<file path="config.mk">
export PLATFORM = sky130hd
export DESIGN_NAME = uart_tx_fifo
export DESIGN_NICKNAME = d
export VERILOG_FILES = /design/src/rtl/uart_tx_fifo.sv
export SDC_FILE = /design/constraint.sdc
export NUM_CORES = 1
export LEC_CHECK = 0
export BUFFER_PORTS_ARGS = -buffer_cell sky130_fd_sc_hd__buf_4
export CORE_ASPECT_RATIO = 0.5
export CORE_UTILIZATION = 55
export DETAILED_ROUTE_END_ITERATION = 8
export GPL_TIMING_DRIVEN = 0
export HOLD_SLACK_MARGIN = 0.05
export MAX_ROUTING_LAYER = met4
export PLACE_DENSITY = 0.73
export SETUP_SLACK_MARGIN = 0.5
export SYNTH_ARGS = -nofsm -noshare
export SYNTH_HDL_FRONTEND = slang
export SYNTH_SLANG_ARGS = --single-unit
</file>
<file path="constraint.sdc">
create_clock -name i_clk -period 3.51 [get_ports i_clk]
set_input_delay 0.351 -clock i_clk [delete_from_list [all_inputs] [get_ports i_clk]]
set_output_delay 0.351 -clock i_clk [all_outputs]
set_load 0.05 [all_outputs]
</file>
<file path="src/rtl/uart_tx_fifo.sv">
// Circular byte FIFO that feeds uart_transmiter through its start/busy handshake,
// abandoning a launch if busy never rises within BUSY_TIMEOUT cycles.
module uart_tx_fifo #(
  parameter int unsigned DATA_WIDTH   = 8,
  parameter int unsigned DEPTH        = 16,
  parameter int unsigned BUSY_TIMEOUT = 16
) (
  input  logic                  i_clk,
  input  logic                  i_rst_n,
  input  logic [DATA_WIDTH-1:0] i_wr_data,
  input  logic                  i_wr_en,
  output logic                  o_full,
  output logic                  o_empty,
  output logic [$clog2(DEPTH):0] o_count,
  output logic                  o_overflow,
  output logic                  o_tx_start,
  output logic [DATA_WIDTH-1:0] o_tx_data,
  input  logic                  i_tx_busy,
  output logic                  o_idle
);

  localparam int unsigned AW = $clog2(DEPTH);
  localparam int unsigned CW = AW + 1;
  localparam int unsigned TW = $clog2(BUSY_TIMEOUT);
  localparam logic [CW-1:0] FullCnt = CW'(DEPTH);
  localparam logic [TW-1:0] ToLast  = TW'(BUSY_TIMEOUT - 1);

  typedef enum logic [1:0] {StIdle, StStart, StWaitHi, StWaitLo} state_e;

  logic [DATA_WIDTH-1:0] r_mem [DEPTH];
  logic [AW-1:0]         r_wptr;
  logic [AW-1:0]         r_rptr;
  logic [CW-1:0]         r_count;
  logic                  r_overflow;
  logic [DATA_WIDTH-1:0] r_tx_data;
  logic [TW-1:0]         r_to_cnt;
  state_e                r_state;

  state_e                w_state_next;
  logic [TW-1:0]         w_to_cnt_next;
  logic                  w_pop;
  logic                  w_wr_ok;

  assign o_full     = (r_count == FullCnt);
  assign o_empty    = (r_count == '0);
  assign o_count    = r_count;
  assign o_overflow = r_overflow;
  assign o_tx_data  = r_tx_data;
  assign o_idle     = (r_state == StIdle) && o_empty;
  assign w_wr_ok    = i_wr_en && !o_full;

  always_comb begin
    w_state_next  = r_state;
    w_to_cnt_next = r_to_cnt;
    w_pop         = 1'b0;
    o_tx_start    = 1'b0;
    case (r_state)
      StIdle: begin
        if (!o_empty && !i_tx_busy) begin
          w_pop         = 1'b1;
          w_to_cnt_next = '0;
          w_state_next  = StStart;
        end
      end
      StStart: begin
        o_tx_start   = 1'b1;
        w_state_next = StWaitHi;
      end
      StWaitHi: begin
        // A transmitter that never acknowledges loses the byte; no retry.
        if (i_tx_busy) begin
          w_state_next = StWaitLo;
        end else if (r_to_cnt == ToLast) begin
          w_state_next = StIdle;
        end else begin
          w_to_cnt_next = r_to_cnt + TW'(1);
        end
      end
      StWaitLo: begin
        if (!i_tx_busy) w_state_next = StIdle;
      end
      default: w_state_next = StIdle;
    endcase
  end

  always_ff @(posedge i_clk or negedge i_rst_n) begin
    if (!i_rst_n) begin
      r_state    <= StIdle;
      r_to_cnt   <= '0;
      r_wptr     <= '0;
      r_rptr     <= '0;
      r_count    <= '0;
      r_overflow <= 1'b0;
      r_tx_data  <= '0;
    end else begin
      r_state    <= w_state_next;
      r_to_cnt   <= w_to_cnt_next;
      r_overflow <= i_wr_en && o_full;
      if (w_wr_ok) r_wptr <= r_wptr + AW'(1);
      if (w_pop) begin
        r_rptr    <= r_rptr + AW'(1);
        r_tx_data <= r_mem[r_rptr];
      end
      case ({w_wr_ok, w_pop})
        2'b10:   r_count <= r_count + CW'(1);
        2'b01:   r_count <= r_count - CW'(1);
        default: r_count <= r_count;
      endcase
    end
  end

  // Storage needs no reset; contents are dead once the pointers clear.
  always_ff @(posedge i_clk) begin
    if (w_wr_ok) r_mem[r_wptr] <= i_wr_data;
  end

endmodule

</file>
==> summary.md, run 1 <==
| Metric | Value |
|---|---|
| Run status | `completed` |
| Drt via density | `6.06` |
| Cells along the critical path | `buf_6, or4_4, buf_6, o21ai_4, inv_4, ha_2, buf_8, xor2_1, ha_2, o211a_1, o21ai_2, o41ai_2, nor4b_2` |
| Worst min path class | `input pin to flip-flop` |
| Final nets | `443` |
| Register clock-pin slew on the reported worst setup and hold paths | `0.06 ns` |
| Critical Path Source Type | `flip-flop` |
| CTS Buf Count | `17` |
| First-pass GRT wire length | `19300 um` |
| Grt ovf | `0` |
| Final setup fails | `0` |
| Mapped Nets | `387` |
| Dominant cell type by area after synthesis | `edfxtp_1` |
| Io pins | `30` |
| Min Tclk post-route | `2.91 ns` |
| CP max FO | `9` |
| Compound-Gate Fraction of Synth Area | `3.74%` |
| Mapped Avg Cell Area | `17.5 um^2` |
| Synth-to-Final Area Change | `17.2%` |
| Maximum root-to-sink buffer count | `2` |
| Synth Area in Simple Gates | `5.75%` |
| Final antenna-violating net count | `0` |
| Overall routing resource usage | `23.2%` |
| Endpoints failing hold | `0` |
| CTS tree | `built` |
| Antenna diodes | `0` |
| DP Wirelength | `8280 um` |
| Initial drt markers | `420` |
| Top cells by area in the synthesized netlist | `edfxtp_1 (60%), mux4_2 (11%), dfrtp_1 (11%), mux2i_1 (2.7%), ha_1 (2.0%)` |
| Setup TNS | `0 ns` |
| CTS sink count | `156` |
| Core Rows | `27` |
| Adder-cell share of the synthesized area | `1.96%` |
| Final worst-path cycle share | `82.9%` |
| P per Cell Area | `844 nW/um^2` |
| Yosys warning count | `0` |
| Synthesized cell area | `6400 um^2` |
| Number of flops mapped to enable cells by yosys | `128` |
| Final wirelength | `12300 um` |
| Die span in y | `78.3 um` |
| GP Congestion | `0.879` |
| WP data required | `3.83 ns` |
| Largest family of logic cells by synthesized area | `multiplexers` |
| CP max-delay cell | `or4_4` |
| Post-synth top area share | `60.1%` |
| Skew final | `0.0102 ns` |
| Initial core utilization | `57.4%` |
| CP Capture Type | `flip-flop` |
| Tot Pwr | `6.33 mW` |
| PortBufs | `29` |
| Drc violations | `0` |
| Initial antenna violation count | `0` |
| Reg2Reg Setup Slack | `0.60 ns` |
| Clock root cell | `clkbuf_16` |
| CP peak stage delay | `0.53 ns` |
| Leak | `2.66 nW` |
| Routed wire per std cell | `21.3 um` |
| Die X | `155 um` |
| Max Slew Vio Count | `0` |
| Asr flop ratio synth | `17.9%` |
| # fillers | `739` |
| # H-tree levels | `4` |
| Die Footprint | `12100 um^2` |
| Register area share after synthesis | `71.0%` |
| Largest net degree at the start of global routing | `29` |
| Clk Latency, worst-skew pair | `0.42 ns` |
| Most used DFF post-synth | `edfxtp_1` |
| Worst-Margin Slew | `0.954 ns` |
| Crit Path Class | `flip-flop to flip-flop` |
| CP arrival | `3.23 ns` |
| Netlist cell types | `44` |
| Synth Instances | `365` |
| Mux contribution to synthesized area | `14.1%` |
| Synth Area in XOR/XNOR | `1.37%` |
| 1st-pass router iterations | `5` |
| Slew headroom | `36.1%` |
| Vias in the first global route | `3478` |
| Share of layout cells above drive strength 1 | `28.6%` |
| Max rail drop VDD | `0.000490 V` |
| Register bit total from synthesis | `156` |
| Core Area | `11100 um^2` |
| Maxcap violations | `0` |
| RSZ-0062 raised after global routing | `false` |
| Via count | `3509` |
| F_max | `344 MHz` |
[layout by cell type (no fill, tap or decap), types with 2 or more instances in the layout]
master / synthesis / routed
o21ai_0: 10 / 8
dfrtp_1: 28 / 26
nor3_1: 8 / 7
o221ai_1: 8 / 8
inv_6: 0 / 4
o21ai_2: 0 / 2
clkbuf_1: 9 / 9
and3_1: 2 / 2
bufinv_16: 0 / 2
clkinv_4: 0 / 3
clkbuf_16: 0 / 17
clkinv_1: 0 / 3
nand4_1: 2 / 2
nor2_1: 20 / 20
edfxtp_1: 128 / 128
nor2b_1: 4 / 4
ha_2: 0 / 2
buf_1: 3 / 3
buf_4: 1 / 34
xnor2_1: 7 / 7
nand3_1: 2 / 2
a21oi_1: 5 / 4
nand2_1: 27 / 27
inv_1: 6 / 6
nand2b_1: 4 / 4
mux4_2: 32 / 32
mux2i_1: 17 / 17
buf_2: 6 / 7
dfrtp_2: 0 / 2
xor2_1: 3 / 3
ha_1: 10 / 8
buf_6: 2 / 3
[layout make-up]
cell class	count	area (um^2)	share of cell area, %
inverters	7	28.8	0.384
flip-flops and latches	156	4550	60.6
clock inverters	13	138	1.84
repair buffers	37	275	3.67
multi-input cells	181	1770	23.6
clock buffers	19	433	5.77
plain buffers	21	124	1.65
well taps	145	181	2.42
[report_power, final]
| group | switching (mW) | internal [mW] | leakage, nW |
|---|---|---|---|
| Clock | 0.730 | 1.05 | 0.279 |
| Combinational | 1.23 | 0.848 | 0.884 |
| Sequential | 0.163 | 2.31 | 1.50 |
[flip-flops by register name (all words and copies together) (netlist names)]
register    cells
o_overflow      1
o_tx_data       8
r_mem         128
r_state         2
r_wptr          4
o_count         5
r_to_cnt        4
r_rptr          4
[worst max-delay path: cells and delay by family, from the launching register on]
kind                     cells  cell delay, ns
AND/OR/NAND/NOR              2            0.75
flip-flops                   1            0.40
XOR/XNOR                     1            0.14
AO/OA/AOI/OAI                4            0.68
adder cells (fa/ha/maj)      2            0.39
buffers and inverters        4            0.46
[layer usage]
metal,vias up,wire (um),track usage (%)
met2,150,5980,35.9
met4,0,149,8.42
li1,1540,-,-
met5,-,0,-
met1,1802,5430,30.6
met3,17,739,5.41
[Yosys cell counts, drive strengths merged (3+ instances only)]
master,instances
nor2,20
o21ai,11
nor3,8
nand2b,5
mux4,32
xor2,3
clkbuf,9
inv,7
nand2,28
xnor2,7
nor2b,4
buf,12
a21oi,5
dfrtp,28
o221ai,8
edfxtp,128
ha,10
mux2i,17
[what timing repair did]
action / in CTS / in global routing
hold buffers: 1 / 0
pin swaps: 2 / 6
setup buffers: 2 / 2
endpoints found under the hold margin: 28 / 0
resized for setup: 8 / 8
setup endpoints to repair: 17 / 1
[metrics by stage]
stage               area, um^2  cells  utilization (%)  hold slack (ns)  setup WS [ns]
floorplan                 6420    365                -           0.0554          0.507
global placement          6820    539             61.2            0.288          0.495
detailed placement        6830    541             61.2            0.302          0.412
CTS                       7450    576             66.8            0.177          0.503
global route              7500    579             67.3            0.187          0.477
finish                    7500    579             67.3            0.189          0.601
[cell families after synthesis]
logic type / Yosys count
buf+inv: 28
flops: 156
xor+xnor: 10
simple gates: 78
fa+ha+maj: 10
compound gates: 33
mux: 50
[path summary, 6_finish.rpt]
check,start,end,cells past startpoint
worst min register to register,o_tx_data[4]$_DFFE_PN0P_,o_tx_data[4]$_DFFE_PN0P_,2
max in group asynchronous,i_rst_n,o_count[2]$_DFFE_PN0P_,2
worst min-delay path,i_wr_en,o_overflow$_DFF_PN0_,2
worst max-delay path,o_count[1]$_DFFE_PN0P_,o_count[4]$_DFFE_PN0P_,13
worst max register to register,o_count[1]$_DFFE_PN0P_,o_count[4]$_DFFE_PN0P_,13
min in group asynchronous,i_rst_n,o_count[0]$_DFFE_PN0P_,2
Power figures use the tool's default switching activity.
==> inputs of run 2 (changes only) <==
==> constraint.sdc (replaced) <==
create_clock -name i_clk -period 2.85 [get_ports i_clk]
set_input_delay 0.285 -clock i_clk [delete_from_list [all_inputs] [get_ports i_clk]]
set_output_delay 0.285 -clock i_clk [all_outputs]
set_load 0.05 [all_outputs]
==> run 2 against run 1 <==
Against the previous run:
- critical path depth is the same
- global-route usage up 0.75 points
- die area is the same
- clock power rose by 24%
- via count up 2.5%
- largest cell class unchanged
- highest routed layer unchanged
- sequential power is 24% higher
- fmax is 1.8% higher
- core utilization increased by 2.5 points
- the flow now finishes with violations (setup timing)
- critical path type unchanged
- register-to-register slack worse by 0.61 ns
- power up 27%
- routed wire length up 4.7%
- critical endpoint unchanged
==> summary.md, run 2 (synthesis results as in run 1) <==
| Metric | Value |
|---|---|
| Run status | `finished with violations` |
| Failing checks | `setup timing` |
| P_sw | `2.81 mW (+33%)` |
| Core Area | `11100 um^2 (unchanged)` |
| Final wirelength | `12900 um (+4.7%)` |
| Io pins | `30 (unchanged)` |
| # fillers | `721 (-2.4%)` |
| Routed wire per std cell | `21.9 um (+3.1%)` |
| Largest register FFs | `128 (unchanged)` |
| F_max | `350 MHz (+1.8%)` |
| Reg with most FFs | `r_mem` |
| Endpoints failing hold | `0 (unchanged)` |
| Skew final | `0.00695 ns (-0.00328 ns)` |
| Maxcap violations | `0 (unchanged)` |
| CP max FO | `3 (-6)` |
| Internal | `5.26 mW (+25%)` |
| Initial drt markers | `283 (-33%)` |
| Clk Latency, worst-skew pair | `0.42 ns (about the same)` |
| Die span in y | `78.3 um (unchanged)` |
| CTS tree | `built` |
| Final antenna-violating net count | `0 (unchanged)` |
| 1st-pass router iterations | `6 (+1)` |
| HP Start | `i_wr_en` |
| Vias in the first global route | `3582 (+3.0%)` |
| Antenna diodes | `0 (unchanged)` |
| WP data required | `3.15 ns (-0.68 ns)` |
| Comb pwr share | `34.8% (+2.0 points)` |
| Grt ovf | `0 (unchanged)` |
| DP Wirelength | `8420 um (+1.7%)` |
| Maximum root-to-sink buffer count | `2 (unchanged)` |
| Worst-Margin Slew | `0.822 ns (-0.132 ns)` |
| Highest-count cells in the layout ignoring fill and taps | `edfxtp_1 (128), buf_4 (41), mux4_2 (32), nand2_1 (27), dfrtp_1 (25)` |
| CTS Buf Count | `17 (unchanged)` |
| Most common cell after layout, fill and taps aside | `edfxtp_1` |
| Power share of the clock group | `27.3% (-0.8 points)` |
| Initial core utilization | `57.4% (unchanged)` |
| Switching share of power | `34.8% (+1.3 points)` |
| Critical Path Source Type | `flip-flop` |
| First-pass GRT wire length | `19800 um (+2.5%)` |
| CP Capture Type | `flip-flop` |
| Overall routing resource usage | `23.9% (+0.75 points)` |
| Synth-to-Final Area Change | `21.5%` |
| Drc violations | `0 (unchanged)` |
| Die Footprint | `12100 um^2 (unchanged)` |
| Leak | `2.74 nW (+2.9%)` |
| Crit. Startpoint | `o_count[1]$_DFFE_PN0P_` |
| Min Tclk post-route | `2.86 ns (-0.0501 ns)` |
| Clock root cell | `clkbuf_16` |
| GP Congestion | `0.882 (+0.31%)` |
| # H-tree levels | `4 (unchanged)` |
| Largest net degree at the start of global routing | `29 (unchanged)` |
| Max rail drop VDD | `0.000459 V (-6.3%)` |
| PortBufs | `29 (unchanged)` |
| Max Slew Vio Count | `0 (unchanged)` |
| P per Cell Area | `1040 nW/um^2 (+23%)` |
| Initial antenna violation count | `0 (unchanged)` |
| Final setup fails | `1 (+1)` |
| Final worst setup slack | `-0.00911 ns (-0.610 ns)` |
| WHS | `0.111 ns (-0.0780 ns)` |
| Drt via density | `6.11 (+0.88%)` |
| Final worst-path cycle share | `100% (+17 points)` |
| Sequential power share | `37.9% (-1.2 points)` |
| Share of layout cells above drive strength 1 | `36.8% (+8.2 points)` |
| Worst min path class | `input pin to flip-flop` |
| Core Rows | `27 (unchanged)` |
| Die X | `155 um (unchanged)` |
| Slew headroom | `45.2% (+9.1 points)` |
| Final core utilization | `69.7% (+2.5 points)` |
| CTS sink count | `156 (unchanged)` |
| Crit Path Class | `flip-flop to flip-flop` |
| Final nets | `452 (+2.0%)` |
| CP arrival | `3.16 ns (-0.07 ns)` |
| Worst r2r src | `o_count[1]$_DFFE_PN0P_` |
| RSZ-0062 raised after global routing | `true` |
| Via count | `3595 (+2.5%)` |
| Register clock-pin slew on the reported worst setup and hold paths | `0.07 ns (about the same)` |
-- run 2: cell types whose count changed in the layout (fill, tap and decap cells not counted), sizes merged --
cell      delta
inv          +2
buf         +12
clkbuf       -3
bufinv       -1
clkinvlp     +2
clkinv       -3
-- run 2: final timing paths --
check                                      endpoint  depth (start not counted)  slack, ns
max                          o_count[4]$_DFFE_PN0P_                         13     -0.009
min                            o_overflow$_DFF_PN0_                          2       0.11
max reg2reg                  o_count[4]$_DFFE_PN0P_                         13     -0.009
min reg2reg                o_tx_data[1]$_DFFE_PN0P_                          2       0.52
max in group asynchronous    o_count[0]$_DFFE_PN0P_                          2       2.22
min in group asynchronous      o_overflow$_DFF_PN0_                          2       0.33
-- run 2: metrics by stage --
stage	cell area, um^2	setup WS, ns	total power [mW]	instances	TNS (ns)
detailed placement	6860	-0.225	5.60	539	-0.264
global route	7770	-0.0814	8.42	588	-0.116
CTS	7570	-0.0402	7.91	579	-0.0402
floorplan	6460	-0.0555	4.90	365	-0.0555
global placement	6860	-0.0443	5.46	539	-0.0443
finish	7770	-0.00911	8.07	588	-0.00911
-- run 2: layer usage --
metal | global-route usage, % | vias up | part of all wire (%)
met5 | - | - | 0
met3 | 6.18 | 29 | 5.9
met1 | 30.5 | 1852 | 43
met4 | 9.41 | 0 | 2.0
met2 | 37.4 | 151 | 49
li1 | - | 1563 | -
-- run 2: layout make-up --
class | count | area (um^2) | area share [%]
inverter | 7 | 28.8 | 0.370
clock buffer | 19 | 443 | 5.70
buffer | 21 | 131 | 1.69
sequential | 156 | 4550 | 58.5
multi-input combinational | 181 | 1940 | 24.9
tap | 145 | 181 | 2.33
timing repair buffer | 46 | 370 | 4.76
clock inverter | 13 | 133 | 1.71
-- run 2: worst max-delay path, stage by stage, from the launching register on --
cell	delay, ns
dfrtp_2	0.40
buf_6	0.11
or4_4	0.52
buf_6	0.14
o21ai_4	0.18
inv_4	0.06
ha_4	0.17
buf_8	0.12
xor2_4	0.15
ha_4	0.16
o211a_1	0.23
buf_4	0.14
o41ai_2	0.27
nor4b_2	0.09
-- run 2: repair_timing --
item | in CTS | in global routing
hold buffers | 1 | 0
pin swaps | 5 | 9
resized for setup | 20 | 34
gates cloned | 0 | 1
setup endpoints to repair | 133 | 126
setup buffers | 7 | 8
hold endpoints to repair | 28 | 0
-- run 2: power groups by stage --
stage / clock network, mW / registers [mW] / logic (mW)
after floorplan: 0 / 3.33 / 1.57
after global placement: 0 / 3.06 / 2.40
after detailed placement: 0 / 3.09 / 2.51
after CTS: 2.22 / 3.04 / 2.65
after global routing: 2.31 / 3.09 / 3.02
final: 2.20 / 3.06 / 2.81
